<file path="src/rtl/arb_defs.sv">
// Shared arbiter definitions: FSM state encoding and default sizing.
//   ST_IDLE / ST_GRANT  - grant controller states
//   NUMUNITS_DEF, IDXW_DEF - default requester count and index width
package arb_defs;

  localparam int unsigned NUMUNITS_DEF = 9;
  localparam int unsigned IDXW_DEF     = 4;

  typedef enum logic [0:0] {
    ST_IDLE  = 1'b0,
    ST_GRANT = 1'b1
  } state_t;

endpackage

</file>
<file path="src/rtl/rr_pick.sv">
// Round-robin picker: first set request bit at or after ptr, wrapping mod N.
//   request  in  N   request levels
//   ptr      in  IW  starting index of the scan (must be < N)
//   found    out 1   any request set
//   winner   out IW  index of the selected requester (0 when none)
module rr_pick
  import arb_defs::*;
#(
  parameter int unsigned N  = NUMUNITS_DEF,
  parameter int unsigned IW = IDXW_DEF
) (
  input  logic [N-1:0]  request,
  input  logic [IW-1:0] ptr,
  output logic          found,
  output logic [IW-1:0] winner
);

  logic [2*N-1:0] rot;
  int unsigned    pos;

  // Doubling the vector and shifting by ptr puts the scan origin at bit 0.
  always_comb begin
    rot    = {request, request} >> ptr;
    found  = 1'b0;
    winner = '0;
    pos    = 0;
    for (int unsigned i = 0; i < N; i++) begin
      if (!found && rot[i]) begin
        found  = 1'b1;
        pos    = i + 32'(ptr);
        winner = (pos >= N) ? IW'(pos - N) : IW'(pos);
      end
    end
  end

endmodule

</file>
<file path="src/rtl/arb_grant_ctrl.sv">
// Round-robin burst grant controller with no-progress watchdog.
//   clock        in  1              rising-edge clock
//   reset        in  1              synchronous, active-low
//   request      in  NUMUNITS       per-unit request level
//   burst_len    in  NUMUNITS*LENW  unit i beats-1 at [i*LENW +: LENW]
//   beat         in  1              granted unit moved one beat
//   grant        out NUMUNITS       registered one-hot grant
//   grant_valid  out 1              |grant
//   grant_id     out IDXW           index of granted unit, holds when idle
//   timeout_err  out 1              pulse in first idle cycle after watchdog release
module arb_grant_ctrl
  import arb_defs::*;
#(
  parameter int unsigned NUMUNITS = NUMUNITS_DEF,
  parameter int unsigned IDXW     = IDXW_DEF,
  parameter int unsigned LENW     = 4,
  parameter int unsigned TIMEOUT  = 15
) (
  input  logic                     clock,
  input  logic                     reset,
  input  logic [NUMUNITS-1:0]      request,
  input  logic [NUMUNITS*LENW-1:0] burst_len,
  input  logic                     beat,
  output logic [NUMUNITS-1:0]      grant,
  output logic                     grant_valid,
  output logic [IDXW-1:0]          grant_id,
  output logic                     timeout_err
);

  localparam int unsigned CNTW = 8;

  state_t              state, state_nxt;
  logic [NUMUNITS-1:0] grant_nxt;
  logic                grant_valid_nxt;
  logic [IDXW-1:0]     grant_id_nxt;
  logic                timeout_err_nxt;
  logic [IDXW-1:0]     ptr, ptr_nxt;
  logic [LENW-1:0]     beats_left, beats_left_nxt;
  logic [CNTW-1:0]     idle_cnt, idle_cnt_nxt;

  logic                pick_found;
  logic [IDXW-1:0]     pick_idx;
  logic [LENW-1:0]     pick_len;
  logic                release_c;

  rr_pick #(
    .N  (NUMUNITS),
    .IW (IDXW)
  ) u_pick (
    .request (request),
    .ptr     (ptr),
    .found   (pick_found),
    .winner  (pick_idx)
  );

  assign pick_len = LENW'(burst_len >> (32'(pick_idx) * LENW));

  // Next-state and next-output logic.
  always_comb begin
    state_nxt       = state;
    grant_nxt       = grant;
    grant_id_nxt    = grant_id;
    timeout_err_nxt = 1'b0;
    ptr_nxt         = ptr;
    beats_left_nxt  = beats_left;
    idle_cnt_nxt    = idle_cnt;
    release_c       = 1'b0;

    case (state)
      ST_IDLE: begin
        if (pick_found) begin
          state_nxt      = ST_GRANT;
          grant_nxt      = NUMUNITS'(1) << pick_idx;
          grant_id_nxt   = pick_idx;
          beats_left_nxt = pick_len;
          idle_cnt_nxt   = '0;
        end
      end
      ST_GRANT: begin
        // Beat outranks both abort and watchdog so a final beat always ends cleanly.
        if (beat && beats_left == '0) begin
          release_c = 1'b1;
        end else if (beat) begin
          beats_left_nxt = beats_left - LENW'(1);
          idle_cnt_nxt   = '0;
        end else if ((request & grant) == '0) begin
          release_c = 1'b1;
        end else if (idle_cnt == CNTW'(TIMEOUT - 1)) begin
          release_c       = 1'b1;
          timeout_err_nxt = 1'b1;
        end else begin
          idle_cnt_nxt = idle_cnt + CNTW'(1);
        end
      end
      default: state_nxt = ST_IDLE;
    endcase

    if (release_c) begin
      state_nxt = ST_IDLE;
      grant_nxt = '0;
      ptr_nxt   = (grant_id == IDXW'(NUMUNITS - 1)) ? '0 : grant_id + IDXW'(1);
    end

    grant_valid_nxt = |grant_nxt;
  end

  // State and output registers.
  always_ff @(posedge clock) begin
    if (!reset) begin
      state       <= ST_IDLE;
      grant       <= '0;
      grant_valid <= 1'b0;
      grant_id    <= '0;
      timeout_err <= 1'b0;
      ptr         <= '0;
      beats_left  <= '0;
      idle_cnt    <= '0;
    end else begin
      state       <= state_nxt;
      grant       <= grant_nxt;
      grant_valid <= grant_valid_nxt;
      grant_id    <= grant_id_nxt;
      timeout_err <= timeout_err_nxt;
      ptr         <= ptr_nxt;
      beats_left  <= beats_left_nxt;
      idle_cnt    <= idle_cnt_nxt;
    end
  end

endmodule

</file>
<file path="config.mk">
export PLATFORM = sky130hd
export DESIGN_NAME = arb_grant_ctrl
export DESIGN_NICKNAME = d
export VERILOG_FILES = /design/src/rtl/arb_defs.sv /design/src/rtl/rr_pick.sv /design/src/rtl/arb_grant_ctrl.sv
export SDC_FILE = /design/constraint.sdc
export NUM_CORES = 1
export LEC_CHECK = 0
export BUFFER_PORTS_ARGS = -buffer_cell sky130_fd_sc_hd__buf_2
export CAP_MARGIN = 20
export CORE_UTILIZATION = 55
export DETAILED_ROUTE_END_ITERATION = 16
export HOLD_SLACK_MARGIN = 0.08
export PLACE_DENSITY = 0.77
export SYNTH_ARGS = -nofsm -noshare
export SYNTH_HDL_FRONTEND = slang
export SYNTH_SLANG_ARGS = --single-unit
</file>
<file path="constraint.sdc">
create_clock -name clock -period 8.1 [get_ports clock]
set_clock_uncertainty 0.15 [all_clocks]
set_input_delay 2.43 -clock clock [delete_from_list [all_inputs] [get_ports clock]]
set_output_delay 2.43 -clock clock [all_outputs]
set_load 0.02 [all_outputs]
</file>
==> results of run 1 <==
per-stage QoR:
| step | power [W] | area [um2] | instances |
|---|---|---|---|
| 6_report | 0.00187 | 4760 | 700 |
| 5_1_grt | 0.00201 | 4760 | 700 |
| 4_1_cts | 0.00185 | 4760 | 700 |
| 3_5_place_dp | 0.00169 | 4650 | 692 |
| 3_3_place_gp | 0.00166 | 4650 | 692 |
| 2_1_floorplan | 0.00140 | 4330 | 550 |
routing by layer:
metal	up-vias	part of all wire [%]	wire (um)
met3	40	6.9	851
met4	0	3.0	366
li1	2171	-	-
met1	2149	43	5310
met5	-	0	0
met2	242	47	5860
cell type report:
cell class | instances | area, um2 | area share, %
Tap cell | 102 | 128 | 2.68
Clock inverter | 3 | 42.5 | 0.894
Multi-Input combinational cell | 468 | 3440 | 72.4
Inverter | 23 | 86.3 | 1.81
Sequential cell | 32 | 642 | 13.5
Clock buffer | 5 | 68.8 | 1.45
Timing Repair Buffer | 67 | 348 | 7.31
flip-flops by register name, summed over array words and instances (netlist names):
| name | cells |
|---|---|
| grant | 9 |
| idle_cnt | 8 |
| beats_left | 4 |
| grant_id | 4 |
| ptr | 4 |
| grant_valid | 1 |
| state | 1 |
| timeout_err | 1 |
Yosys cell counts, types with 7 or more instances:
master                     instances  area share, %
sky130_fd_sc_hd__a21oi_1          40            4.6
sky130_fd_sc_hd__nand2b_1         11            1.6
sky130_fd_sc_hd__nor2_1           57            4.9
sky130_fd_sc_hd__mux2_2           11            2.9
sky130_fd_sc_hd__and2_1            8            1.2
sky130_fd_sc_hd__inv_1            21            1.8
sky130_fd_sc_hd__o211ai_1         11            1.9
sky130_fd_sc_hd__xor2_1            7            1.4
sky130_fd_sc_hd__nand3_1          13            1.5
sky130_fd_sc_hd__nor2b_1           8            1.2
sky130_fd_sc_hd__o22ai_1           9            1.3
sky130_fd_sc_hd__buf_2             8           0.92
sky130_fd_sc_hd__ha_1             26            7.5
sky130_fd_sc_hd__a31oi_1           8            1.2
sky130_fd_sc_hd__clkbuf_1         11           0.95
sky130_fd_sc_hd__o21ai_0          21            2.4
sky130_fd_sc_hd__nor3_1           20            2.3
sky130_fd_sc_hd__a22oi_1          13            2.3
sky130_fd_sc_hd__mux2i_1          32            7.4
sky130_fd_sc_hd__nand2_1          43            3.7
sky130_fd_sc_hd__xnor2_1          20            4.0
sky130_fd_sc_hd__mux4_2           11            5.7
sky130_fd_sc_hd__dfxtp_1          32             15
logic make-up (layout without fill, tap and decap cells):
kind of cell / count (synthesis) / after routing / synth area share, %
flops: 32 / 32 / 14.8
xor+xnor: 27 / 27 / 5.46
compound gates: 165 / 165 / 26.2
mux: 58 / 58 / 17.8
buf+inv: 50 / 98 / 5.72
fa+ha+maj: 26 / 26 / 7.51
simple gates: 192 / 192 / 22.6
power groups by stage:
stage               logic (W)  registers (W)  clock network, W
floorplan             0.00115       0.000252                 0
global placement      0.00141       0.000243                 0
detailed placement    0.00144       0.000243                 0
CTS                   0.00145       0.000240          0.000156
global route          0.00160       0.000246          0.000165
finish                0.00148       0.000242          0.000157
critical path, stage by stage:
cell and delay [ns]:
sky130_fd_sc_hd__buf_2 0.15, sky130_fd_sc_hd__mux2_2 0.30, sky130_fd_sc_hd__o2bb2ai_1 0.13, sky130_fd_sc_hd__o2bb2ai_1 0.65
sky130_fd_sc_hd__nand2_1 0.39, sky130_fd_sc_hd__a211oi_1 0.32, sky130_fd_sc_hd__o211ai_1 0.14, sky130_fd_sc_hd__a221oi_2 0.81
sky130_fd_sc_hd__o2111ai_2 0.33, sky130_fd_sc_hd__nor2_1 0.29, sky130_fd_sc_hd__a31oi_1 0.14, sky130_fd_sc_hd__o22ai_1 0.16
worst max path at each step:
stage               startpoint                    endpoint  cells after the start
global placement    request[7]  beats_left[2]$_SDFFE_PN0P_                     12
detailed placement  request[7]  beats_left[2]$_SDFFE_PN0P_                     12
global route        request[7]  beats_left[2]$_SDFFE_PN0P_                     12
CTS                 request[7]  beats_left[2]$_SDFFE_PN0P_                     12
floorplan           request[3]  beats_left[2]$_SDFFE_PN0P_                     11
finish              request[7]  beats_left[2]$_SDFFE_PN0P_                     12
==> Flow_metrics.wiki, run 1 <==
{| class="wikitable"
! Metric !! Value
|-
| Switching share of power || around 55%
|-
| Reg2reg start || ptr[1]$_SDFFE_PN0P_
|-
| Switching power || ~0.001 W
|-
| Clock tree sinks || 32
|-
| Fraction of met3 tracks used by global routing || 3.11%
|-
| Port Buffer Count || a little over 60
|-
| Maxcap violations || 0
|-
| Total iterations of the first detailed-routing run || 5
|-
| Share of async-settable or async-resettable flops after synthesis || 0%
|-
| N_diodes || 0
|-
| Met1 usage in global routing || about two fifths
|-
| Critical Path AT || around 6.3 ns
|-
| Worst hold path stage count || 2
|-
| Post-CTS Hold Fix Bufs || 0
|-
| Achievable clock frequency || 162 MHz
|-
| Drt initial violations || between 400 and 500
|-
| Number of DRC violations after detailed routing || 0
|-
| Status || completed
|-
| Highest-count cells in the layout ignoring fill and taps || 62 x sky130_fd_sc_hd__buf_2, 57 x sky130_fd_sc_hd__nor2_1, 43 x sky130_fd_sc_hd__nand2_1, 40 x sky130_fd_sc_hd__a21oi_1, 32 x sky130_fd_sc_hd__mux2i_1
|-
| Type of the worst min-delay path || flip-flop to flip-flop
|-
| Wire length of the first global-routing pass || 20.3 mm
|-
| Normalized max-slew margin || a little under 30%
|-
| Met2 track demand over resource || between 50% and 60%
|-
| Count of flip-flops with a built-in enable after synthesis || 0
|-
| Setup TNS Final || 0 ns
|-
| Syn avg cell area || around 7.9 um2
|-
| Clock tree from TritonCTS || yes
|-
| Floorplan die height || 90.8 um
|-
| Detailed placer's ending HPWL || between 9 and 10 mm
|-
| Antenna violations before repair || 0
|-
| Routed WL || around 12 mm
|-
| Routed WL per cell || around 18 um
|-
| Crit path setup slack, layout || approximately 1.9 ns
|-
| Setup slack of the worst register-to-register path || ~2.8 ns
|-
| Cell at the root of the clock tree || sky130_fd_sc_hd__clkbuf_8
|-
| Most frequent standard cell in the layout excluding fill and tap cells || sky130_fd_sc_hd__buf_2
|-
| Buffers from clock root to sink, at most || 2
|-
| Worst ir drop on vdd || roughly 210 uV
|-
| Finish-stage setup viols || 0
|-
| Vias per inst || around 6.6
|-
| Number of nets in the final layout || between 600 and 700
|-
| Maximum number of pins on one net before global-route repair || 48
|-
| Worst-path maximum fanout || 12
|-
| Tot GR Track Use || between 20% and 30%
|-
| PostCTS Resize Cnt || 0
|-
| Worst Tran Pin Value || between 1 and 1.5 ns
|-
| Fraction of power consumed by combinational cells || between 70% and 80%
|-
| Crit start category || input port
|-
| Warnings, synthesis || 0
|-
| Cell variety after synth || 76
|-
| Final hold slack || around 0.38 ns
|-
| Data required time at the worst endpoint || about 8.2 ns
|-
| Ports || 63
|-
| Number of antenna-violating nets in the routed design || 0
|-
| Part of the total power dissipated in sequential elements || approximately an eighth
|-
| Cts bufs inserted || 5
|-
| Post-CTS Setup Repair Bufs || 0
|-
| Placement row count || 32
|-
| Final count of hold timing violations || 0
|-
| Width of the die || 90.8 um
|-
| Share of post-route cells with drive strength above 1 || approximately a fifth
|-
| Total number of H-tree levels || 2
|-
| Standard cell core area || 7690 um2
|-
| Clock transition at path regs || 0.08 ns
|-
| Number of filler instances in the final layout || 708
|-
| Setup crit end kind || flip-flop
|-
| Leakage power of the design || a little under 2 nW
|-
| Power per cell area || 394 nW/um2
|-
| Worst setup path class || input port to flip-flop
|-
| Sequential cell area fraction in the yosys report || between 10 and 15%
|-
| Unrepaired setup endpoints after global routing || no
|-
| Destination of the worst hold path || idle_cnt[7]$_SDFFE_PN0P_
|-
| Final RePlAce weighted congestion || about 0.97
|-
| Startpoint of the lowest-slack hold path || idle_cnt[7]$_SDFFE_PN0P_
|-
| Post-synthesis sequential element count || 32
|-
| Vias in the first global route || between 4000 and 5000
|-
| Net count after synthesis || about 620
|-
| Time the worst path needs with I/O delays and setup || around 6.2 ns
|-
| Final slew viol count || 0
|-
| Via count || between 4000 and 5000
|-
| Post-Syn Area || 4330 um2
|-
| Number of standard cells after synthesis || 550
|-
| Clock share of power || 8.4%
|-
| Area overhead of the layout relative to synthesis || 9.85%
|-
| Later-pin clock latency in the skew report || between 0.2 and 0.3 ns
|-
| Internal || 0.000852 W
|-
| Fraction of the cycle the final worst path needs || between 70% and 80%
|-
| Global-route layer with the greatest usage || met2
|-
| Placement Setup Slack || between 1.5 and 2 ns
|-
| Share of the core filled with cells || about three fifths
|-
| Total grt overflow || 0
|-
| Most used flip-flop cell after synthesis || sky130_fd_sc_hd__dfxtp_1
|-
| Initial Util || 56.4%
|-
| Number of cells on the worst reg-to-reg path || 13
|-
| Die footprint || between 8000 and 9000 um2
|-
| Reg2reg end || beats_left[2]$_SDFFE_PN0P_
|}
Power figures use the tool's default switching activity.
==> inputs of run 2 (changes only) <==
CORE_UTILIZATION = 54   (was 55)
PLACE_DENSITY = 0.79   (was 0.77)
clock period = 5.35 ns   (was 8.1 ns; I/O delays follow)
==> run 2 against run 1 <==
  * Sequential power increased by 58%
  * Clock power increased by 32%
  * Total power is 57% higher
  * Combinational power up 59%
  * Wire length is 1.9% higher
  * Die area rose by 1.8%
  * Critical endpoint is now beats_left[3]$_SDFFE_PN0P_
==> Flow_metrics.wiki, run 2 (same netlist as run 1, synthesis figures left out) <==
{| class="wikitable"
! Metric !! Value
|-
| Number of flip-flops under the largest register name || 9 (unchanged)
|-
| Buffers from clock root to sink, at most || 2 (unchanged)
|-
| Highest-count cells in the layout ignoring fill and taps || 63 x sky130_fd_sc_hd__buf_2, 57 x sky130_fd_sc_hd__nor2_1, 43 x sky130_fd_sc_hd__nand2_1, 40 x sky130_fd_sc_hd__a21oi_1, 32 x sky130_fd_sc_hd__mux2i_1
|-
| Setup TNS Final || 0 ns (unchanged)
|-
| Wire length of the first global-routing pass || 20.9 mm (+3.2%)
|-
| Maxcap violations || 0 (unchanged)
|-
| Total grt overflow || 0 (unchanged)
|-
| Worst Tran Pin Value || 0.923 ns (-0.128 ns)
|-
| Setup crit end kind || flip-flop
|-
| Number of cells on the worst reg-to-reg path || 13 (unchanged)
|-
| Detailed placer's ending HPWL || 9.61 mm (+4.2%)
|-
| PostCTS Resize Cnt || 0 (unchanged)
|-
| Global-route layer with the greatest usage || met2
|-
| Cell at the root of the clock tree || sky130_fd_sc_hd__clkbuf_8
|-
| Port Buffer Count || 62 (unchanged)
|-
| Critical Path AT || 5.03 ns (-1.23 ns)
|-
| Tot GR Track Use || 30.6% (+0.77 points)
|-
| Drt initial violations || 342 (-28%)
|-
| Total number of H-tree levels || 2 (unchanged)
|-
| Type of the worst min-delay path || flip-flop to flip-flop
|-
| Area overhead of the layout relative to synthesis || 13.1%
|-
| Most frequent standard cell in the layout excluding fill and tap cells || sky130_fd_sc_hd__buf_2
|-
| Crit path setup slack, layout || 0.343 ns (-1.57 ns)
|-
| Later-pin clock latency in the skew report || 0.29 ns (about the same)
|-
| Power per cell area || 600 nW/um2 (+52%)
|-
| Worst-path maximum fanout || 15 (+3)
|-
| Final RePlAce weighted congestion || 0.939 (-3.0%)
|-
| Post-CTS Hold Fix Bufs || 0 (unchanged)
|-
| Share of post-route cells with drive strength above 1 || 21.5% (+2.6 points)
|-
| Total iterations of the first detailed-routing run || 5 (unchanged)
|-
| Setup slack of the worst register-to-register path || 0.66 ns (-2.11 ns)
|-
| Most flops, register || grant
|-
| Post-CTS Setup Repair Bufs || 0 (unchanged)
|-
| Number of filler instances in the final layout || 663 (-6.4%)
|-
| Ports || 63 (unchanged)
|-
| Number of antenna-violating nets in the routed design || 0 (unchanged)
|-
| Final count of hold timing violations || 0 (unchanged)
|-
| Startpoint of the lowest-slack hold path || idle_cnt[7]$_SDFFE_PN0P_
|-
| Time the worst path needs with I/O delays and setup || around 5.0 ns
|-
| Die footprint || 8390 um2 (+1.8%)
|-
| Achievable clock frequency || 200 MHz
|-
| Met2 track demand over resource || 53.6% (+3.2 points)
|-
| Data required time at the worst endpoint || 5.37 ns (-2.80 ns)
|-
| Placement row count || 32 (unchanged)
|-
| Floorplan die height || 91.6 um (+0.90%)
|-
| Number of DRC violations after detailed routing || 0 (unchanged)
|-
| Fraction of the cycle the final worst path needs || between 90% and 100%
|-
| Leakage power of the design || 2.04 nW (+4.9%)
|-
| Regs by FF count || grant (9), idle_cnt (8)
|-
| Via count || 4643 (+0.89%)
|-
| Unrepaired setup endpoints after global routing || no
|-
| Reg2reg end || beats_left[2]$_SDFFE_PN0P_
|-
| Normalized max-slew margin || 38.2% (+8.9 points)
|-
| Vias in the first global route || 4433 (+3.5%)
|-
| Destination of the worst hold path || idle_cnt[7]$_SDFFE_PN0P_
|-
| Routed WL per cell || 17.5 um (-0.91%)
|-
| Post-layout instance area || 4900 um2 (+2.9%)
|-
| Crit start category || input port
|-
| Met1 usage in global routing || 38.8% (-0.34 points)
|-
| Status || completed
|-
| Initial Util || 56.1% (-0.29 points)
|-
| Reg2reg start || ptr[0]$_SDFFE_PN0P_
|-
| Final slew viol count || 0 (unchanged)
|-
| Clock tree sinks || 32 (unchanged)
|-
| Cts bufs inserted || 5 (unchanged)
|-
| Clock transition at path regs || 0.07 ns (about the same)
|-
| Maximum number of pins on one net before global-route repair || 27 (-44%)
|-
| Vias per inst || 6.45 (-1.9%)
|-
| Width of the die || 91.6 um (+0.90%)
|-
| Worst setup path class || input port to flip-flop
|-
| Fraction of met3 tracks used by global routing || 3.10% (-0.016 points)
|-
| N_diodes || 0 (unchanged)
|-
| Finish-stage setup viols || 0 (unchanged)
|-
| Final hold slack || 0.380 ns (-0.0000780 ns)
|-
| Cell area reported after detailed placement || 4800 um2 (+3.2%)
|-
| Routed WL || 12.6 mm (+1.9%)
|-
| Antenna violations before repair || 0 (unchanged)
|-
| Number of nets in the final layout || 692 (+3.1%)
|-
| Clock tree from TritonCTS || yes
|-
| Standard cell core area || 7730 um2 (+0.52%)
|-
| Placement Setup Slack || 0.0607 ns (-1.63 ns)
|-
| Worst ir drop on vdd || 380 uV (+77%)
|-
| Worst hold path stage count || 2 (unchanged)
|-
| Share of the core filled with cells || 63.4% (+1.5 points)
|}
==> run 2: cell count changes in the layout (fill, tap and decap cells not counted), sizes merged <==
cell,delta
buf,+21
clkbuf,+2
bufinv,-1
clkinv,-1
clkinvlp,-1
==> run 2: worst max-delay path by stage <==
| stage | cells after the start | slack, ns | start | to |
|---|---|---|---|---|
| finish | 13 | 0.34 | request[3] | beats_left[3]$_SDFFE_PN0P_ |
| CTS | 13 | 0.36 | request[3] | beats_left[3]$_SDFFE_PN0P_ |
| global route | 13 | 0.14 | request[3] | beats_left[0]$_SDFFE_PN0P_ |
| floorplan | 11 | 0.53 | request[3] | beats_left[2]$_SDFFE_PN0P_ |
| global placement | 13 | 0.16 | request[3] | beats_left[0]$_SDFFE_PN0P_ |
| detailed placement | 13 | 0.06 | request[3] | beats_left[3]$_SDFFE_PN0P_ |
==> run 2: per-layer routing <==
layer  up-vias  wire length [um]
li1       2201                 -
met5         -                 0
met1      2173              5160
met4         0               386
met2       230              6240
met3        39               848
==> run 2: critical path: stages <==
cell	delay, ns
sky130_fd_sc_hd__buf_2	0.14
sky130_fd_sc_hd__mux4_1	0.63
sky130_fd_sc_hd__mux2i_1	0.22
sky130_fd_sc_hd__o21ai_1	0.17
sky130_fd_sc_hd__or4b_1	0.76
sky130_fd_sc_hd__nor4_4	0.39
sky130_fd_sc_hd__nor4_4	0.12
sky130_fd_sc_hd__nor2_8	0.11
sky130_fd_sc_hd__buf_4	0.27
sky130_fd_sc_hd__mux2i_1	0.23
sky130_fd_sc_hd__mux2i_1	0.09
sky130_fd_sc_hd__mux2i_1	0.17
sky130_fd_sc_hd__o22ai_1	0.10
==> run 2: power breakdown <==
| part | internal (W) | switching, W | total (W) |
|---|---|---|---|
| Clock | 0.000115 | 0.0000934 | 0.000208 |
| Combinational | 0.000978 | 0.00137 | 0.00235 |
| Sequential | 0.000294 | 0.0000885 | 0.000383 |
==> run 2: final cells by class <==
type	count	area, um2	area share, %
sequential	32	642	13.1
clock buffer	7	96.3	1.97
inverter	23	86.3	1.76
timing repair buffer	88	503	10.3
tap	102	128	2.60
multi-input combinational	468	3440	70.3
==> run 2: through the flow <==
step | std cells | total power [W]
after detailed placement | 712 | 0.00268
after floorplan | 550 | 0.00212
final | 720 | 0.00294
after global routing | 720 | 0.00316
after CTS | 719 | 0.00290
after global placement | 712 | 0.00264
